### src/rtl/acc_rr_scheduler_pkg.sv
// Shared constants and the FSM state type for the accumulator round-robin scheduler.
package acc_rr_scheduler_pkg;

  localparam int ACC_RESOLUTION    = 32;
  localparam int ACC_DATA_DEPTH    = 8;
  localparam int ACC_SCHED_TIMEOUT = 64;

  typedef enum logic [1:0] {
    IDLE  = 2'd0,
    ISSUE = 2'd1,
    WAIT  = 2'd2,
    RESP  = 2'd3
  } acc_sched_state_t;

endpackage

### src/rtl/acc_rr_scheduler_rr_pick.sv
// Combinational round-robin picker: first requesting lane after last_grant, modulo NUM_REQ.
module rr_pick #(
  parameter int NUM_REQ = 4,
  parameter int ID_W    = $clog2(NUM_REQ)
) (
  input  logic [NUM_REQ-1:0] req_i,
  input  logic [ID_W-1:0]    last_grant_i,
  output logic [NUM_REQ-1:0] gnt_oh_o,
  output logic [ID_W-1:0]    gnt_idx_o,
  output logic               any_req_o
);

  logic [ID_W-1:0] idx;

  // Walk from lowest to highest priority so the last hit (nearest lane after last_grant) wins.
  always_comb begin
    gnt_oh_o  = '0;
    gnt_idx_o = '0;
    idx       = '0;
    any_req_o = |req_i;
    for (int off = NUM_REQ; off >= 1; off--) begin
      idx = ID_W'((int'(last_grant_i) + off) % NUM_REQ);
      if (req_i[idx]) begin
        gnt_oh_o      = '0;
        gnt_oh_o[idx] = 1'b1;
        gnt_idx_o     = idx;
      end
    end
  end

endmodule

### src/rtl/acc_rr_scheduler.sv
// Shares one accumulator between NUM_REQ lanes: round-robin grant, operand capture,
// result collection with a watchdog, and a valid/ready response tagged with the lane ID.
module acc_rr_scheduler #(
  parameter int NUM_REQ        = 4,
  parameter int ACC_RESOLUTION = acc_rr_scheduler_pkg::ACC_RESOLUTION,
  parameter int ACC_DATA_DEPTH = acc_rr_scheduler_pkg::ACC_DATA_DEPTH,
  parameter int TIMEOUT_CYCLES = acc_rr_scheduler_pkg::ACC_SCHED_TIMEOUT,
  parameter int ID_W           = $clog2(NUM_REQ)
) (
  input  logic                      clk_i,
  input  logic                      rst_ni,
  input  logic                      req_valid_i [NUM_REQ],
  input  logic [ACC_RESOLUTION-1:0] req_data_i  [NUM_REQ][ACC_DATA_DEPTH],
  input  logic [ACC_RESOLUTION-1:0] req_bias_i  [NUM_REQ],
  output logic                      req_ready_o [NUM_REQ],
  output logic                      acc_valid_o [ACC_DATA_DEPTH],
  output logic [ACC_RESOLUTION-1:0] acc_data_o  [ACC_DATA_DEPTH],
  output logic [ACC_RESOLUTION-1:0] acc_bias_o,
  input  logic                      acc_res_valid_i,
  input  logic [ACC_RESOLUTION-1:0] acc_res_data_i,
  output logic                      acc_res_ready_o,
  output logic                      rsp_valid_o,
  output logic [ACC_RESOLUTION-1:0] rsp_data_o,
  output logic [ID_W-1:0]           rsp_id_o,
  output logic                      rsp_err_o,
  input  logic                      rsp_ready_i,
  output logic                      busy_o
);
  import acc_rr_scheduler_pkg::*;

  localparam int CNT_W = $clog2(TIMEOUT_CYCLES);

  acc_sched_state_t          state_q, state_d;
  logic [ID_W-1:0]           last_grant_q, last_grant_d;
  logic [ID_W-1:0]           id_q, id_d;
  logic [ACC_RESOLUTION-1:0] data_q [ACC_DATA_DEPTH];
  logic [ACC_RESOLUTION-1:0] data_d [ACC_DATA_DEPTH];
  logic [ACC_RESOLUTION-1:0] bias_q, bias_d;
  logic [CNT_W-1:0]          cnt_q, cnt_d;
  logic [ACC_RESOLUTION-1:0] rsp_data_q, rsp_data_d;
  logic                      rsp_err_q, rsp_err_d;

  logic [NUM_REQ-1:0] req_vec;
  logic [NUM_REQ-1:0] gnt_oh;
  logic [ID_W-1:0]    gnt_idx;
  logic               any_req;

  rr_pick #(
    .NUM_REQ (NUM_REQ),
    .ID_W    (ID_W)
  ) u_rr_pick (
    .req_i        (req_vec),
    .last_grant_i (last_grant_q),
    .gnt_oh_o     (gnt_oh),
    .gnt_idx_o    (gnt_idx),
    .any_req_o    (any_req)
  );

  // Ready is qualified with reset so no lane sees an accept that is never captured.
  for (genvar gi = 0; gi < NUM_REQ; gi++) begin : g_lane
    assign req_vec[gi]     = req_valid_i[gi];
    assign req_ready_o[gi] = rst_ni && (state_q == IDLE) && gnt_oh[gi];
  end

  for (genvar gi = 0; gi < ACC_DATA_DEPTH; gi++) begin : g_acc
    assign acc_valid_o[gi] = (state_q == ISSUE);
    assign acc_data_o[gi]  = data_q[gi];
  end

  assign acc_bias_o      = bias_q;
  assign acc_res_ready_o = (state_q == WAIT);
  assign rsp_valid_o     = (state_q == RESP);
  assign rsp_data_o      = rsp_data_q;
  assign rsp_id_o        = id_q;
  assign rsp_err_o       = rsp_err_q;
  assign busy_o          = (state_q != IDLE);

  always_comb begin
    state_d      = state_q;
    last_grant_d = last_grant_q;
    id_d         = id_q;
    data_d       = data_q;
    bias_d       = bias_q;
    cnt_d        = cnt_q;
    rsp_data_d   = rsp_data_q;
    rsp_err_d    = rsp_err_q;
    case (state_q)
      IDLE: begin
        if (any_req) begin
          data_d       = req_data_i[gnt_idx];
          bias_d       = req_bias_i[gnt_idx];
          id_d         = gnt_idx;
          last_grant_d = gnt_idx;
          state_d      = ISSUE;
        end
      end
      ISSUE: begin
        cnt_d   = '0;
        state_d = WAIT;
      end
      WAIT: begin
        cnt_d = cnt_q + CNT_W'(1);
        // A result arriving on the timeout cycle still wins.
        if (acc_res_valid_i) begin
          rsp_data_d = acc_res_data_i;
          rsp_err_d  = 1'b0;
          state_d    = RESP;
        end else if (cnt_q == CNT_W'(TIMEOUT_CYCLES - 1)) begin
          rsp_data_d = '0;
          rsp_err_d  = 1'b1;
          state_d    = RESP;
        end
      end
      RESP: begin
        if (rsp_ready_i) state_d = IDLE;
      end
      default: state_d = IDLE;
    endcase
  end

  always_ff @(posedge clk_i) begin
    if (!rst_ni) begin
      state_q      <= IDLE;
      last_grant_q <= ID_W'(NUM_REQ - 1);
      id_q         <= '0;
      bias_q       <= '0;
      cnt_q        <= '0;
      rsp_data_q   <= '0;
      rsp_err_q    <= 1'b0;
      for (int i = 0; i < ACC_DATA_DEPTH; i++) data_q[i] <= '0;
    end else begin
      state_q      <= state_d;
      last_grant_q <= last_grant_d;
      id_q         <= id_d;
      bias_q       <= bias_d;
      cnt_q        <= cnt_d;
      rsp_data_q   <= rsp_data_d;
      rsp_err_q    <= rsp_err_d;
      data_q       <= data_d;
    end
  end

endmodule

### config.mk
export PLATFORM = sky130hd
export DESIGN_NAME = acc_rr_scheduler
export DESIGN_NICKNAME = d
export VERILOG_FILES = /design/src/rtl/acc_rr_scheduler_pkg.sv /design/src/rtl/acc_rr_scheduler_rr_pick.sv /design/src/rtl/acc_rr_scheduler.sv
export SDC_FILE = /design/constraint.sdc
export NUM_CORES = 1
export LEC_CHECK = 0
export CAP_MARGIN = 30
export CELL_PAD_IN_SITES_DETAIL_PLACEMENT = 1
export CELL_PAD_IN_SITES_GLOBAL_PLACEMENT = 1
export CORE_AREA = 2 2 593 595
export DETAILED_ROUTE_END_ITERATION = 8
export DIE_AREA = 0 0 595 597
export HOLD_SLACK_MARGIN = 0.02
export PLACE_DENSITY_LB_ADDON = 0.1
export SKIP_LAST_GASP = 1
export SYNTH_ARGS = -nofsm -noshare
export SYNTH_HDL_FRONTEND = slang
export SYNTH_SLANG_ARGS = --single-unit
### constraint.sdc
create_clock -name clk_i -period 2.4 [get_ports clk_i]
set_input_delay 0.36 -clock clk_i [delete_from_list [all_inputs] [get_ports clk_i]]
set_output_delay 0.36 -clock clk_i [all_outputs]
set_load 0.02 [all_outputs]
After elaboration in Yosys (flattened, before gate mapping)
Cells that the tools add are included.

cells by class
  $add $sub $neg = 5
  multiply operators = 0
  divide/modulo/power cells = 0
  order comparisons = 9
  equal/unequal tests = 7
  shift operators = 0
  muxes and demuxes = 40
  bitwise logic cells = 1
  reductions and logical operators = 17

operator list
  operator                                                                             number
  256-bit binary-select mux with 2-bit select                                          1
  256-bit 2-to-1 mux                                                                   2
  32-bit 2-to-1 mux                                                                    4
  32-bit binary-select mux with 2-bit select                                           1
  2-bit 2-to-1 mux                                                                     8
  4-bit 2-to-1 mux                                                                     4
  2-bit by 3-bit < comparator with 1-bit output, second input constant                 4
  6-bit case mux with 2 select lines                                                   1
  1-bit 2-to-1 mux                                                                     10
  1-bit logical AND                                                                    9
  1-bit binary-select mux with 2-bit select                                            4
  1-bit demux with 2-bit select                                                        4
  2-bit by 1-bit greater-or-equal comparator with 1-bit output, second input constant  4
  2-bit case mux with 4 select lines                                                   1
  6-bit by 1-bit adder with 6-bit output, second input constant                        1
  6-bit equality test, second input constant                                           1
  2-bit nonzero test                                                                   3
  2-bit by 1-bit adder with 2-bit output, second input constant                        2
  2-bit adder, second input constant                                                   2
  2-bit equality test, second input constant                                           2
  2-bit AND reduction                                                                  2
  4-bit OR reduction                                                                   1
  3-bit greater-or-equal comparator, second input constant                             1
  3-bit by 2-bit inequality test with 1-bit output, second input constant              1
  6 further kinds                                                                      6

storage, ports and cells
  bits in registers = 333
  latch bits = 0
  bits in writable memories = 0
  memory bits (read-only) = 0
  output and inout bits = 338
  logic and storage cells = 94
  memories kept = 0

Longest topological paths before layout
  depth in word-level cells = 11
  gate-level depth with buffers = 11

Modules after synthesis
From an unflattened synthesis, not the netlist that was laid out.

second synthesis, totals
  cells, all modules = 1,882
  area total of the unflattened synthesis = 19,974.2 um^2

by module, submodules not included
  module            times used  cells an instance  area an instance (um^2)
  acc_rr_scheduler  1           1,823              19,516.2
  rr_pick           1           59                 457.9

Least setup slack after synthesis
OpenSTA, ideal clock, no wires.

  path kind = flip-flop to flip-flop
  start point = register last_grant_q[0]
  end point = register data_q, in the netlist acc_data_o[146]
  library setup time = 133 ps
  data arrival time = 2,509 ps
  slack = -242 ps
  cell stages (with the launch flop) = 12
  buffers on the path = 4
  clock period less this slack = 2,642 ps
  cell sequence = dfxtp_1 > buf_6 > inv_1 > ha_1 > mux2_2 > a211oi_2 > o22a_2 > buf_6 > buf_6 > buf_6 > mux2i_1 > o221ai_1

between the ends
  cells in the longest elaborated chain, start to end = 11
  elaborated cells between the ends (all ways) = 20
  classes of those cells = add/sub (4); mux (15); bitwise (1)

ends and longest elaborated chain
  element                                                   RTL line                        source
  start: declaration                                        acc_rr_scheduler.sv:34          logic [ID_W-1:0] last_grant_q, last_grant_d;
  start signal: assignment                                  acc_rr_scheduler.sv:124         last_grant_q <= ID_W'(NUM_REQ - 1);
  start signal: assignment                                  acc_rr_scheduler.sv:133         last_grant_q <= last_grant_d;
  2-bit by 1-bit adder with 2-bit output                    acc_rr_scheduler_rr_pick.sv:22  idx = ID_W'((int'(last_grant_i) + off) % NUM_REQ);
  1-bit binary-select mux with 2-bit select                 acc_rr_scheduler_rr_pick.sv:23  if (req_i[idx]) begin
  1-bit 2-to-1 mux (implied by the code)                    acc_rr_scheduler_rr_pick.sv:23
  2-bit 2-to-1 mux (3 in series)                            acc_rr_scheduler_rr_pick.sv:23
  2-bit 2-to-1 mux *                                        acc_rr_scheduler_rr_pick.sv:23
  2-bit inverter with 3-bit output (implied by the code) *  acc_rr_scheduler.sv:90          data_d = req_data_i[gnt_idx];
  256-bit binary-select mux with 2-bit select *             acc_rr_scheduler.sv:90
  256-bit 2-to-1 mux (implied by the code) * (2 in series)  acc_rr_scheduler.sv:90
  end signal: assignment                                    acc_rr_scheduler.sv:139         data_q <= data_d;
  end: declaration                                          acc_rr_scheduler.sv:36          logic [ACC_RESOLUTION-1:0] data_q [ACC_DATA_DEPTH];

Mark *: on every way between the ends. The rest lies on a longest branch, timed or not. The select of a mux whose other input is x is not followed.
A chain may end at the register's enable or synchronous reset.

==> results.toml <==
[yosys]
synth_cells = 1845
synth_flop_cell = "dfxtp_1"
synthMuxAreaShare_pct = 31.97
ys_ff_latch = 333
synth_top_cell_area_share_pct = 35.64
yosysMostFrequentCell = "mux2i_1"
async_flop_share_pct = 0
synth_cell_type_count = 47
synth_compound_area_share_pct = 15.97
synth_area_sq_um = 18710
synth_top_family_by_area = "multiplexers"
synth_edf_count = 0
synthAdderAreaFrac_pct = 0.7358
synth_area_leaders = "dfxtp_1 (36%), mux2i_1 (31%), o221ai_1 (13%), nand2_1 (6.1%), buf_6 (5.0%)"
yosys_warnings = 0
syn_avg_cell_area_sq_um = 10.14
ys_seq_area_share_pct = 35.64
synthSimpleGateAreaFrac_pct = 7.652
syn_nets = 3048
synth-xor-area-share_pct = 0.1405
yosys.area.top_type = "dfxtp_1"
synthTopCellsByCount = "mux2i_1 (587), dfxtp_1 (333), nand2_1 (303)"

[clock_network]
cts-root-buf = "clkbuf_16"
clock_sinks = 333
path_clk_slew_ps = 50
clockBufferDepth = 4
numCtsBuffers = 70
postCtsHoldBufs = 0
cts_tree = "yes"
htree_levels = 3
clk_latency_ps = 760

[floorplanning]
core_sq_um = 348600
die_area_sq_um = 355200
initial_utilization_pct = 5.366
chipHeight_um = 597
num_rows = 217
ioPinCount = 1530
die_x_um = 595

[sta]
fmax_mhz = 303.3
rsz0062_at_grt = "true"
final_max_slew_viol_count = 0
hold_violations = 0
layout_setup_ws_ps = -896.9
relSlewSlack_pct = 52.66
period_share_pct = 137.4
worst_slew_pin_slew_ps = 707.8
final.min_clock_period_ps = 3297
setup_viol = 296
clock_skew_ps = 29.87

[worst_hold_path]
min_path_type = "input port to register"

[global_route]
grt_pass1_vias = 26475
grt_pass1_wl_um = 307800
grt_max_degree = 52
grt_overflow_total = 0
antenna_found_initial = 221
grt_usage_pct = 13.41

[status]
status = "finished, violations left"
violations = "setup timing"

[finish]
regArea_sq_um = 6669
multi_input_area_sq_um = 12640
drive_above_1_share_pct = 21.97
final_net_count = 4916
n_fill_cell = 40104
syn_to_final_growth_pct = 162.6

[pwr]
pwr-share-comb_pct = 68.6
p_leak_nw = 17.00
intPower_mw = 36.06
power.density_nw_per_um2 = 1228
vdd_drop_max_mv = 0.4427
power_frac_clock_pct = 17.6
total_power_mw = 60.33
p_switching_mw = 24.28
seq_power_share_pct = 13.8
netSwitchingFraction_pct = 40.24

[job]
maxCapViolations = 0

[routing]
vias_per_cell = 2.880
drc = 0
drtIter0Drc = 937
postRouteAntennaNets = 0
vias = 24148
wirelength_um = 246600
wl_per_cell_um = 29.41
drt_pass1_iterations = 4

[worst_setup_path]
crit_required_ps = 2040
worstPathArrival_ps = 2940
critPathLaunchType = "register"
cp-end-kind = "output port"
cp_max_fo = 4
critical_path_class = "register to output port"

[placed_design]
place_ws_ps = -1073
gp_congestion = 0.7659
port_buffers = 1529
dp_hpwl_um = 207300
## metrics by stage
stage	setup TNS (ps)	cell area (sq um)	hold WS (ps)	utilization, %	cells
6_report	-184250	49130	239.7	14.09	8385
5_1_grt	-223040	49070	192.3	14.08	8363
4_1_cts	-188240	48860	138.9	14.02	8358
3_5_place_dp	-201060	41320	446.9	11.85	8080
3_3_place_gp	-203770	41320	442.0	11.85	8080
2_1_floorplan	-42940	18760	431.8	-	1845
## worst max-delay path, cell delays in order, from the launching register on
cell and delay, ps:
dfxtp_2 340, clkinvlp_4 100, ha_4 300, buf_4 110
mux2_4 310, buf_6 120, mux2i_4 150, buf_6 150
nand2_8 70, o22ai_4 270, buf_6 160, buf_12 100
## power groups by stage
stage / Clock, mW / Sequential [mW] / Combinational [mW]
floorplan: 0 / 9.89 / 12.9
global placement: 0 / 8.45 / 29.9
detailed placement: 0 / 8.44 / 29.9
CTS: 11.4 / 8.37 / 42.4
global route: 11.4 / 8.53 / 43.8
finish: 10.6 / 8.30 / 41.4
## final timing paths
check	start	endpoint	slack, ps	cells past startpoint
worst max-delay path	last_grant_q[0]$_SDFFE_PN1P_	req_ready_o[1]	-900	11
worst min-delay path	acc_res_data_i[25]	rsp_data_o[25]$_SDFFE_PN0P_	240	3
worst max register to register	last_grant_q[0]$_SDFFE_PN1P_	acc_data_o[23]$_SDFFE_PN0P_	-810	17
worst min register to register	acc_data_o[72]$_SDFFE_PN0P_	acc_data_o[72]$_SDFFE_PN0P_	460	2
## per-layer routing
layer	track usage, %	wire (um)	vias to the layer above
met5	0	897	-
met4	1.987	4830	138
met3	5.770	22840	441
met2	24.97	126300	1231
met1	14.11	91680	11462
li1	-	-	10876
## logic make-up after synthesis
family	after synthesis
AOI/OAI and AO/OA	349
xor gates and xnor gates	3
adders and majority gates	11
buffers and inverters	192
DFF	333
muxes	593
and+or+nand+nor	364
## layout make-up
type	count	share of cell area (%)
multi-input combinational	1320	25.73
clock buffer	99	4.157
sequential	333	13.58
antenna	27	0.1375
inverter	8	0.06877
clock inverter	19	0.5221
tap	4599	11.71
timing repair buffer	1980	44.09
## what timing repair did
item / in CTS / in global routing
buffers inserted: 149 / 0
endpoints found under the setup margin: 332 / 306
cloned: 44 / 0
gates resized for setup: 577 / 43
pin swaps: 112 / 7
## flip-flops by register name (all words and copies together), names as in the netlist
register and count:
last_grant_q 2, acc_data_o 256, rsp_data_o 32, rsp_err_o 1, state_q 2, acc_bias_o 32, rsp_id_o 2, cnt_q 6
## cell usage in the layout, fill, tap and decap left out, types with 3 or more instances in the layout
master	count
clkdlybuf4s50_1	1499
mux2i_2	75
o21ai_0	3
nand3_1	3
mux2i_4	122
a22oi_1	32
dlygate4sd2_1	9
o22ai_4	3
buf_8	30
clkbuf_16	71
mux2i_1	391
buf_16	56
mux2_4	3
buf_4	208
clkbuf_8	16
xor2_1	3
bufinv_16	6
o221ai_1	261
dfxtp_1	331
buf_12	114
ha_1	8
clkinv_2	10
inv_6	3
diode_2	27
clkbuf_1	12
nand2_1	302
inv_1	7
nor2_1	40
nand2b_1	4
a22o_1	4
o221ai_2	27
a21oi_1	4
buf_6	62
Power figures use the tool's default switching activity.
